`src/rtl/pipe_ctrl_pkg.sv`:
```
// Shared types and constants for the pipeline hazard/sequencing control slice.
package pipe_ctrl_pkg;

  localparam int unsigned REG_ADDR_W = 5;

  // Architectural zero register: writes to it never create a dependency.
  localparam logic [REG_ADDR_W-1:0] X0 = '0;

  typedef enum logic [1:0] {
    RUN      = 2'd0,
    MEM_WAIT = 2'd1,
    FLUSH    = 2'd2
  } ctrl_state_t;

endpackage

```
`src/rtl/load_use_detect.sv`:
```
// Combinational load-use comparator: the ID/EX load targets a register the IF/ID instruction reads.
module load_use_detect #(
  parameter int unsigned REG_ADDR_W = pipe_ctrl_pkg::REG_ADDR_W
) (
  input  logic [REG_ADDR_W-1:0] rs1,
  input  logic [REG_ADDR_W-1:0] rs2,
  input  logic                  uses_rs2,
  input  logic                  mem_read,
  input  logic [REG_ADDR_W-1:0] rd,
  output logic                  lu
);

  always_comb begin
    lu = 1'b0;
    if (mem_read && (rd != REG_ADDR_W'(pipe_ctrl_pkg::X0)))
      lu = (rd == rs1) || (uses_rs2 && (rd == rs2));
  end

endmodule

```
`src/rtl/pipe_hazard_ctrl.sv`:
```
// Hazard/sequencing controller: load-use stalls, branch redirect flushes, data-memory freezes.
// Optional perf counters (stall_cnt, flush_cnt_total) when PIPE_HAZARD_PERF_EN is defined.
module pipe_hazard_ctrl #(
  parameter int unsigned REG_ADDR_W   = pipe_ctrl_pkg::REG_ADDR_W,
  parameter int unsigned FLUSH_CYCLES = 1,
  parameter int unsigned CNT_W        = 32
) (
  input  logic                  clk,
  input  logic                  reset,
  input  logic [REG_ADDR_W-1:0] ifid_rs1,
  input  logic [REG_ADDR_W-1:0] ifid_rs2,
  input  logic                  ifid_uses_rs2,
  input  logic                  idex_mem_read,
  input  logic [REG_ADDR_W-1:0] idex_rd,
  input  logic                  branch_taken,
  input  logic                  dmem_busy,
  output logic                  pc_write,
  output logic                  ifid_write,
  output logic                  ifid_flush,
  output logic                  idex_bubble,
  output logic [1:0]            ctrl_state
`ifdef PIPE_HAZARD_PERF_EN
  ,
  output logic [CNT_W-1:0]      stall_cnt,
  output logic [CNT_W-1:0]      flush_cnt_total
`endif
);
  import pipe_ctrl_pkg::*;

  if (FLUSH_CYCLES < 1 || FLUSH_CYCLES > 7) begin : g_bad_flush_cycles
    $error("FLUSH_CYCLES must be in 1..7");
  end
  if (CNT_W < 1) begin : g_bad_cnt_w
    $error("CNT_W must be at least 1");
  end

  localparam logic [2:0] FLUSH_RELOAD = 3'(FLUSH_CYCLES - 1);

  ctrl_state_t state_q, state_d;
  logic [2:0]  flush_cnt_q, flush_cnt_d;
  logic        branch_pending_q, branch_pending_d;
  logic        lu;
  logic        redirect;
  logic        pc_write_c, ifid_write_c, ifid_flush_c, idex_bubble_c;

  load_use_detect #(.REG_ADDR_W(REG_ADDR_W)) u_load_use_detect (
    .rs1      (ifid_rs1),
    .rs2      (ifid_rs2),
    .uses_rs2 (ifid_uses_rs2),
    .mem_read (idex_mem_read),
    .rd       (idex_rd),
    .lu       (lu)
  );

  always_ff @(posedge clk or posedge reset) begin
    if (reset) begin
      state_q          <= RUN;
      flush_cnt_q      <= '0;
      branch_pending_q <= 1'b0;
    end else begin
      state_q          <= state_d;
      flush_cnt_q      <= flush_cnt_d;
      branch_pending_q <= branch_pending_d;
    end
  end

  always_comb begin
    state_d          = state_q;
    flush_cnt_d      = flush_cnt_q;
    branch_pending_d = branch_pending_q;
    redirect         = 1'b0;
    pc_write_c       = 1'b1;
    ifid_write_c     = 1'b1;
    ifid_flush_c     = 1'b0;
    idex_bubble_c    = 1'b0;

    unique case (state_q)
      RUN: begin
        if (branch_taken && dmem_busy) begin
          branch_pending_d = 1'b1;
          state_d          = MEM_WAIT;
          pc_write_c       = 1'b0;
          ifid_write_c     = 1'b0;
        end else if (branch_taken) begin
          redirect = 1'b1;
        end else if (dmem_busy) begin
          state_d      = MEM_WAIT;
          pc_write_c   = 1'b0;
          ifid_write_c = 1'b0;
        end else if (lu) begin
          pc_write_c    = 1'b0;
          ifid_write_c  = 1'b0;
          idex_bubble_c = 1'b1;
        end
      end

      MEM_WAIT: begin
        pc_write_c   = 1'b0;
        ifid_write_c = 1'b0;
        if (dmem_busy) begin
          if (branch_taken)
            branch_pending_d = 1'b1;
        end else if (branch_pending_q || branch_taken) begin
          redirect = 1'b1;
        end else begin
          // Memory released with nothing pending: behave as RUN this very cycle.
          state_d = RUN;
          if (lu) begin
            idex_bubble_c = 1'b1;
          end else begin
            pc_write_c   = 1'b1;
            ifid_write_c = 1'b1;
          end
        end
      end

      FLUSH: begin
        pc_write_c    = !dmem_busy;
        ifid_flush_c  = 1'b1;
        idex_bubble_c = 1'b1;
        if (branch_taken)
          flush_cnt_d = FLUSH_RELOAD;
        else if (!dmem_busy && flush_cnt_q != '0)
          flush_cnt_d = flush_cnt_q - 3'd1;
        if (flush_cnt_d == '0)
          state_d = RUN;
      end

      default: begin
        state_d          = RUN;
        flush_cnt_d      = '0;
        branch_pending_d = 1'b0;
        pc_write_c       = 1'b0;
        ifid_write_c     = 1'b0;
        ifid_flush_c     = 1'b1;
        idex_bubble_c    = 1'b1;
      end
    endcase

    // Redirect overrides whatever the state arm chose for this cycle.
    if (redirect) begin
      pc_write_c       = 1'b1;
      ifid_write_c     = 1'b1;
      ifid_flush_c     = 1'b1;
      idex_bubble_c    = 1'b1;
      branch_pending_d = 1'b0;
      flush_cnt_d      = FLUSH_RELOAD;
      state_d          = (FLUSH_CYCLES > 1) ? FLUSH : RUN;
    end
  end

  always_comb begin
    if (reset) begin
      pc_write    = 1'b0;
      ifid_write  = 1'b0;
      ifid_flush  = 1'b1;
      idex_bubble = 1'b1;
      ctrl_state  = '0;
    end else begin
      pc_write    = pc_write_c;
      ifid_write  = ifid_write_c;
      ifid_flush  = ifid_flush_c;
      idex_bubble = idex_bubble_c;
      ctrl_state  = state_q;
    end
  end

`ifdef PIPE_HAZARD_PERF_EN
  always_ff @(posedge clk or posedge reset) begin
    if (reset) begin
      stall_cnt       <= '0;
      flush_cnt_total <= '0;
    end else begin
      if (!ifid_write_c && stall_cnt != '1)
        stall_cnt <= stall_cnt + CNT_W'(1);
      if (redirect && flush_cnt_total != '1)
        flush_cnt_total <= flush_cnt_total + CNT_W'(1);
    end
  end
`endif

endmodule

```
`config.mk`:
```
export PLATFORM = sky130hd
export DESIGN_NAME = pipe_hazard_ctrl
export DESIGN_NICKNAME = d
export VERILOG_FILES = /design/src/rtl/pipe_ctrl_pkg.sv /design/src/rtl/load_use_detect.sv /design/src/rtl/pipe_hazard_ctrl.sv
export SDC_FILE = /design/constraint.sdc
export NUM_CORES = 1
export LEC_CHECK = 0
export CORE_AREA = 4 4 41 43
export DETAILED_ROUTE_END_ITERATION = 10
export DIE_AREA = 0 0 45 47
export PLACE_DENSITY = 0.65
export SYNTH_ARGS = -nofsm -noshare
export SYNTH_HDL_FRONTEND = slang
export SYNTH_HIERARCHICAL = 1
export SYNTH_SLANG_ARGS = --single-unit
```
`constraint.sdc`:
```
create_clock -name clk -period 1.98 [get_ports clk]
set_input_delay 0.396 -clock clk [delete_from_list [all_inputs] [get_ports clk]]
set_output_delay 0.396 -clock clk [all_outputs]
set_load 0.05 [all_outputs]
```
### Word level (Yosys, flattened, before mapping)

Index checks and enable logic that the tools add are counted.
W data, S select, Z words.

* add/subtract/negate cells: 1
* mux-type cells: 49
* reductions and logical operators: 14
* equality and inequality tests: 14

Operators with widths (number)
* $mux W1: 30
* $ne A3 B3 Y1 const B: 6
* $mux W2: 8
* $mux W3: 4
* $eq A5 B5 Y1: 2
* $pmux W1 S3: 3
* $ne A4 B4 Y1 const B: 2
* $pmux W2 S3: 1
* $pmux W3 S2: 1
* $reduce_and A5 Y1: 1
* $reduce_bool A5 Y1: 1
* $logic_and A1 B1 Y1: 4
* $pmux W1 S2: 2
* $reduce_and A4 Y1: 1
* $logic_not A3 Y1: 1
* $reduce_bool A3 Y1: 1
* $sub A3 B1 Y3 const B: 1
* $eq A2 B1 Y1 const B: 1
* $eq A2 B2 Y1 const B: 1
* $logic_not A2 Y1: 1
* $logic_or A1 B1 Y1: 2
* $ne A2 B1 Y1 const B: 1
* $ne A2 B2 Y1 const B: 1
* $reduce_or A2 Y1: 1
* $logic_not A1 Y1: 1

* input bits: 21
* word-level logic and storage cells: 81
* register bits after elaboration: 6
* output and inout bits: 6

### Longest topological paths before layout

Gate-level depths: netlist of run 1.

* depth after elaboration: 11
* mapped depth: 6
* depth with buffers taken out: 6

### By module

The synthesis of run 1 kept the hierarchy.

By module, submodules not included
* pipe_hazard_ctrl: cells each 15, times used 1, area an instance 137.6 µm²
* load_use_detect: cells each 17, times used 1, area an instance 132.6 µm²

### Worst setup path after synthesis of run 1

Ideal clock, no wire load.

* path kind: input-to-output
* start point: input port idex_rd[1]
* end point: output port pc_write
* stages: 5
* required time: 1.584 ns
* arrival time: 2.162 ns
* slack: -0.578 ns
* cells stage by stage: or4_1 o21ai_1 a21oi_1 a211oi_2 buf_4

* longest elaborated chain between the ends: 11
* elaborated cells on any way between the ends: 16

Ends and longest elaborated chain
* start: declaration: line pipe_hazard_ctrl.sv:14 `input logic [REG_ADDR_W-1:0] idex_rd,`
* $eq A5 B5 Y1: line load_use_detect.sv:16 `lu = (rd == rs1) || (uses_rs2 && (rd == rs2));`
* $logic_and A1 B1 Y1: line load_use_detect.sv:16
* $logic_or A1 B1 Y1: line load_use_detect.sv:16
* $mux W1 *: line load_use_detect.sv:15 `if (mem_read && (rd != REG_ADDR_W'(pipe_ctrl_pkg::X0)))`
* net lu: line pipe_hazard_ctrl.sv:42 `logic lu;`
* $mux W1 *: line pipe_hazard_ctrl.sv:90, pipe_hazard_ctrl.sv:108
* $mux W1: line pipe_hazard_ctrl.sv:86 `end else if (dmem_busy) begin`
* $mux W1: line pipe_hazard_ctrl.sv:84 `end else if (branch_taken) begin`
* $mux W1: line pipe_hazard_ctrl.sv:79 `if (branch_taken && dmem_busy) begin`
* $pmux W1 S3 *: line pipe_hazard_ctrl.sv:77 `unique case (state_q)`
* $mux W1 *: line pipe_hazard_ctrl.sv:141 `if (redirect) begin`
* $mux W1 *: line pipe_hazard_ctrl.sv:153 `if (reset) begin`
* end: declaration: line pipe_hazard_ctrl.sv:17 `output logic pc_write,`

The timed path passes the listed nets; every way through them passes the cells marked *.

### Worst setup path after layout of run 1

* start point: input port idex_rd[2]
* end point: output port pc_write

The elaborated chain is that of the path after synthesis.

==> out/qor.csv, run 1 <==
stage,metric,value,unit
placement,pre_cts_slack,-0.5793,ns
sta,setup_violations,3,
die,dieArea,2115,sq um
cells_and_area,drive_gt1_share,53.97,%
clock_network,h-tree-depth,1,
worst_hold_path,min_path_type,primary input to asynchronous set/reset pin,
pwr,p_sw,93.23,uW
run,max_cap_viol_count,0,
clock_network,cts_root_buf,clkbuf_4,
global_routing,grt_pass1_wl,1393,um
worst_setup_path,r2r-start,branch_pending_q,
worst_setup_path,crit_arrival,1.74,ns
die,die_w,45,um
sta,setup_slack,-0.1571,ns
detailed_routing,ant_nets,0,
worst_setup_path,critPathKind,primary input to output port,
logic_synthesis,synth_ff_type,dfrtp_1,
worst_setup_path,worstSetupEndpointType,output port,
logic_synthesis,ys_warn_count,6,
die,core_area,1301,sq um
placement,io_buffers,25,
clock_network,cts_made_buffers,3,
worst_setup_path,critPathLaunch,idex_rd[2],
logic_synthesis,synth_edf_count,0,
placement,dp.cells,74,
global_routing,grt_usage,9.098,%
die,start_util,20.77,%
global_routing,grt_max_degree,6,
pwr,ir_drop,0.0001590,V
sta,period_needed,2.137,ns
pwr,p_int,190.8,uW
global_routing,antenna_found_initial,0,
clock_network,numClockSinks,2,
pwr,comb_power_share,52.9,%
detailed_routing,wl,835,um
logic_synthesis,synth_area_leaders,"xor2_1 23%, dfrtp_1 19%, xnor2_1 9.7%",
pwr,p_clk_share,30.8,%
sta,drv_slew,0,
worst_setup_path,endpoint,pc_write,
pwr,power,284.1,uW
cells_and_area,area_growth,142.6,%
sta,hold_violations,0,
worst_setup_path,crit_required,1.58,ns
sta,clock-skew-final,0.002742,ns
pwr,swShare,32.82,%
logic_synthesis,syn_nets,53,
detailed_routing,drc,0,
die,num_rows,13,
detailed_routing,route.detailed.wl_per_inst,10.71,um
logic_synthesis,synth_top_area_share,22.69,%
pwr,p_seq_share,16.3,%
clock_network,hold_buffers,0,
worst_setup_path,rrSetupSlack,1.27,ns
logic_synthesis,synth_seq_cells,2,
detailed_routing,viasPerCell,4.397,
placement,place.gp.congestion,0.6591,
cells_and_area,final_nets,86,
placement,dpl.hpwl,725.3,um
clock_network,path_clk_slew,0.03,ns
worst_setup_path,cp_max_fo,2,
cells_and_area,antenna_cells,0,
logic_synthesis,synth_common_cells,"7 x xor2_1, 3 x xnor2_1",
pwr,p_leak,0.0002889,uW
detailed_routing,firstDrtPassIters,1,
pwr,powerDensity,433.3,nW/um^2
run_status,status,finished with violations,
logic_synthesis,yosysUniqueCellTypes,20,
die,io_pins,27,
logic_synthesis,synth-seq-area-share,18.52,%
placement,post_dp_cell_area,619.3,sq um
worst_setup_path,reg2reg_depth,1,
logic_synthesis,syn-instance-count,32,
sta,fmax,0.4679,GHz
global_routing,grt-ovfl-total,0,
logic_synthesis,async_flop_share,100.0,%
clock_network,cts_tree,done,
cells_and_area,fin_cells,78,
die,die_h,47,um
logic_synthesis,avgSynthCellArea,8.446,sq um
worst_setup_path,start_kind,primary input,
cells_and_area,fin_area,655.6,sq um
logic_synthesis,synth.most_common_cell,xor2_1,
sta,rsz0062_at_grt,true,
clock_network,clock_path_buffers,2,
global_routing,first_global_vias,387,
worst_setup_path,timing.rr.end,branch_pending_q,
clock_network,clock_latency,0.22,ns
logic_synthesis,yosys.area.top_type,xor2_1,
logic_synthesis,syn-cell-area,270.3,sq um
detailed_routing,vias,343,
sta,fin_setup_tns,-0.4300,ns
detailed_routing,initialDrtViolationCount,0,
sta,fin_crit_sh,107.9,%
run_status,violations,negative setup slack,
## worst max-delay path: stages
cell and delay (ns):
buf_6 0.09, or4_4 0.52, o21ai_2 0.14, a21oi_2 0.07, a211oi_4 0.34, buf_12 0.18
## cell type report
class	instances	area, sq um
multi-input combinational	26	236.5
inverter	1	3.754
fill	150	645.6
clock buffer	3	22.52
timing repair buffer	31	324.1
sequential	2	50.05
tap	15	18.77
## per-layer routing
layer  track usage (%)  vias up  routed length [um]
met3             5.747        0                 152
met2             16.95       23                 430
li1                  -      168                   -
met5                 0        -                   0
met1             7.763      152                 253
met4             3.509        0                   0
## flip-flops by register name, summed over array words and instances, names as in the netlist
signal	flops
branch_pending_q	1
state_q	1
## cell usage in the layout, fill, tap and decap left out
cell type / instances
dlygate4sd2_1: 5
o21ai_0: 1
or4_4: 1
nor2b_1: 1
nand3_1: 2
dlymetal6s2s_1: 1
nor4_2: 1
buf_12: 5
xnor2_1: 3
buf_4: 3
conb_1: 1
buf_2: 6
inv_2: 1
a21oi_2: 2
nor2_1: 2
xor2_1: 5
a211oi_4: 1
o21ai_2: 1
a22oi_2: 1
clkbuf_2: 1
nor3_2: 1
o22a_1: 1
buf_8: 1
clkdlybuf4s50_1: 5
buf_6: 4
clkbuf_4: 3
dfrtp_1: 2
xor2_2: 2
## how the worst min path moves through the flow
stage | startpoint | end | slack [ns] | cells past startpoint
finish | reset | state_q[0] | 0.49 | 2
global route | reset | branch_pending_q | 0.53 | 2
CTS | reset | state_q[0] | 0.49 | 2
detailed placement | branch_pending_q | branch_pending_q | 0.53 | 1
global placement | branch_pending_q | branch_pending_q | 0.52 | 1
floorplan | reset | branch_pending_q | 0.14 | 1
## power by group through the flow
stage | combinational, uW | clock [uW] | sequential [uW]
after floorplan | 65.2 | 0 | 46.4
after detailed placement | 151 | 0 | 46.7
after global routing | 160 | 98.6 | 46.5
after global placement | 150 | 0 | 46.5
after CTS | 146 | 92.5 | 46.3
final | 150 | 87.5 | 46.3
## cell families after synthesis
kind of cell	Yosys count	synth area share, %
xor gates and xnor gates	10	32.41
and+or+nand+nor	8	18.06
AOI/OAI and AO/OA	7	21.29
buffers and inverters	4	8.329
DFF	2	18.52
other	1	1.388
## metrics by stage
| stage | hold WS [ns] | util [%] |
|---|---|---|
| after global routing | 0.5264 | 50.38 |
| final | 0.4914 | 50.38 |
| after detailed placement | 0.5343 | 47.60 |
| after global placement | 0.5166 | 47.60 |
| after floorplan | 0.1383 | - |
| after CTS | 0.4915 | 48.37 |
## what timing repair did
item,CTS,global route
pin swaps,14,9
setup endpoints to repair,3,3
setup buffers,1,0
hold endpoints to repair,0,0
resized for setup,43,9
Power figures use the tool's default switching activity.
==> run 2, diff against run 1 <==
--- a/config.mk
+++ b/config.mk
@@ -8,6 +8,7 @@
 export CORE_AREA = 4 4 41 43
 export DETAILED_ROUTE_END_ITERATION = 10
 export DIE_AREA = 0 0 45 47
+export GPL_TIMING_DRIVEN = 0
 export PLACE_DENSITY = 0.65
 export SYNTH_ARGS = -nofsm -noshare
 export SYNTH_HDL_FRONTEND = slang
==> constraint.sdc (replaced) <==
create_clock -name clk -period 1.98 [get_ports clk]
set_input_delay 0.198 -clock clk [delete_from_list [all_inputs] [get_ports clk]]
set_output_delay 0.198 -clock clk [all_outputs]
set_load 0.05 [all_outputs]
==> run 2 against run 1 <==
Against the previous run: the flow now finishes without violations; global-route usage shrank 1.6 points; core utilization fell by 5.1 points; register-to-register slack is essentially flat; fmax up 11%; count of clock-buffer cells in the layout stayed put; design area is 10% lower; sequential cell count stayed put; combinational power fell by 15%; sequential power hardly changed; largest cell class unchanged.
==> out/qor.csv, run 2 (same netlist as run 1, synthesis figures left out) <==
stage,metric,value,unit,change
cells_and_area,antenna_cells,0,,unchanged
sta,clock-skew-final,0.0006118,ns,-0.002130 ns
placement,post_dp_cell_area,546.8,sq um,-12%
worst_setup_path,cpPeakStageDelay,0.54,ns,+0.02 ns
cells_and_area,seq_area,50.05,sq um,unchanged
worst_setup_path,r2r-start,branch_pending_q,,
cells_and_area,drive_gt1_share,33.33,%,-21 points
detailed_routing,wl,800,um,-4.2%
pwr,comb_power_share,48.7,%,-4.2 points
clock_network,cts_made_buffers,3,,unchanged
worst_setup_path,start_kind,primary input,,
detailed_routing,viasPerCell,4.293,,-2.4%
worst_setup_path,path_delay_family,simple AND/OR/NAND/NOR gates,,
placement,dpl.hpwl,674.1,um,-7.1%
worst_setup_path,cp_num_buf_inv,3,,+1
die,num_rows,13,,unchanged
cells_and_area,fin_cells,75,,-3.8%
worst_setup_path,rrSetupSlack,1.27,ns,about the same
clock_network,h-tree-depth,1,,unchanged
sta,drv_slew,0,,unchanged
pwr,p_clk_share,33.8,%,+3.0 points
global_routing,antenna_found_initial,0,,unchanged
detailed_routing,firstDrtPassIters,3,,+2
pwr,p_int,174.3,uW,-8.7%
die,die_h,47,um,unchanged
clock_network,cts_tree,done,,
detailed_routing,ant_nets,0,,unchanged
worst_setup_path,worstSetupEndpointType,output port,,
cells_and_area,multiInputGateArea,224.0,sq um,-5.3%
pwr,swShare,33.94,%,+1.1 points
sta,fin_crit_sh,97.14,%,-11 points
cells_and_area,fin_area,589.3,sq um,-10%
worst_setup_path,slowest_stage,or4_4,,
pwr,p_sw,89.53,uW,-4.0%
clock_network,numClockSinks,2,,unchanged
worst_setup_path,critPathLaunch,idex_rd[4],,
worst_setup_path,reg2reg_depth,1,,unchanged
clock_network,cts_root_buf,clkbuf_4,,
sta,period_needed,1.923,ns,-0.2138 ns
sta,hold_violations,0,,unchanged
worst_setup_path,timing.rr.end,branch_pending_q,,
worst_setup_path,crit_chain,"clkdlybuf4s15_1, or4_4, o21ai_2, a21oi_2, a211oi_4, buf_4, buf_8",,
cells_and_area,area_growth,118.1,%,
placement,io_buffers,25,,unchanged
cells_and_area,final_nets,83,,-3.5%
clock_network,hold_buffers,0,,unchanged
pwr,powerDensity,447.6,nW/um^2,+3.3%
die,die_w,45,um,unchanged
clock_network,path_clk_slew,0.03,ns,about the same
cells_and_area,final_cell_mix,"12 x clkdlybuf4s50_1, 7 x xor2_1, 4 x dlymetal6s2s_1",,
clock_network,clock_path_buffers,2,,unchanged
sta,fmax,0.5199,GHz,+11%
die,dieArea,2115,sq um,unchanged
placement,place.gp.congestion,0.6366,,-3.4%
die,core_area,1301,sq um,unchanged
placement,dp.cells,72,,-2.7%
sta,setup_violations,0,,-3
pwr,p_seq_share,17.5,%,+1.2 points
die,start_util,20.77,%,unchanged
run,max_cap_viol_count,0,,unchanged
cells_and_area,final_common_cell,clkdlybuf4s50_1,,
global_routing,grt_pass1_wl,1097,um,-21%
global_routing,grt_max_degree,6,,unchanged
clock_network,cts_setup_buffers,0,,-1
cells_and_area,top_regs,"branch_pending_q (1), state_q (1)",,
worst_setup_path,crit_required,1.78,ns,+0.20 ns
sta,rsz0062_at_grt,false,,
cells_and_area,nFillCells,141,,-6.0%
detailed_routing,route.detailed.wl_per_inst,10.67,um,-0.36%
detailed_routing,initialDrtViolationCount,3,,+3
clock_network,clock_latency,0.22,ns,about the same
worst_setup_path,cp_max_fo,3,,+1
detailed_routing,vias,322,,-6.1%
detailed_routing,drc,0,,unchanged
pwr,ir_drop,0.0001411,V,-11%
global_routing,first_global_vias,318,,-18%
worst_setup_path,crit_arrival,1.73,ns,about the same
worst_setup_path,critPathKind,primary input to output port,,
global_routing,grt-ovfl-total,0,,unchanged
worst_hold_path,min_path_type,primary input to asynchronous set/reset pin,,
global_routing,grt_usage,7.516,%,-1.6 points
worst_setup_path,worst-path-stages,7,,+1
die,io_pins,27,,unchanged
run_status,status,"finished, final reports clean",,
pwr,p_leak,0.0002652,uW,-8.2%
-- run 2: stage by stage --
stage | setup WS [ns] | power (uW) | TNS, ns | hold slack [ns] | util (%)
6_report | 0.05669 | 263.8 | 0 | 0.3072 | 45.29
5_1_grt | 0.0002752 | 276.9 | 0 | 0.3293 | 45.29
4_1_cts | 0.005329 | 267.6 | 0 | 0.2906 | 43.46
3_5_place_dp | -0.8388 | 175.6 | -2.387 | 0.5260 | 42.02
3_3_place_gp | -0.8134 | 174.3 | -2.314 | 0.5149 | 42.02
2_1_floorplan | 0.01242 | 110.1 | 0 | -0.05971 | -
-- run 2: area by class of cell --
cell class / instances / area share, %
Buffer: 3 / 3.185
Clock buffer: 3 / 3.822
Inverter: 1 / 0.6369
Multi-Input combinational cell: 26 / 38.00
Sequential cell: 2 / 8.493
Tap cell: 15 / 3.185
Timing Repair Buffer: 25 / 42.68
-- run 2: worst max-delay path by stage --
stage,to
after floorplan,pc_write
after global placement,idex_bubble
after detailed placement,idex_bubble
after CTS,idex_bubble
after global routing,pc_write
final,pc_write
-- run 2: power by group through the flow --
stage	combinational [uW]	clock (uW)	sequential, uW
floorplan	63.7	0	46.4
global placement	128	0	46.7
detailed placement	129	0	46.7
CTS	126	95.3	46.3
global route	136	94.0	46.5
finish	128	89.1	46.3
-- run 2: repair_timing --
item,CTS,global route
pin swaps,2,8
resized for setup,27,15
endpoints found under the setup margin,4,2
-- run 2: layer usage --
metal	track usage, %	vias up	share of wire, %
met5	0	-	0
met4	7.018	0	0
met3	1.916	0	14
met2	14.69	21	56
met1	5.936	139	30
li1	-	162	-
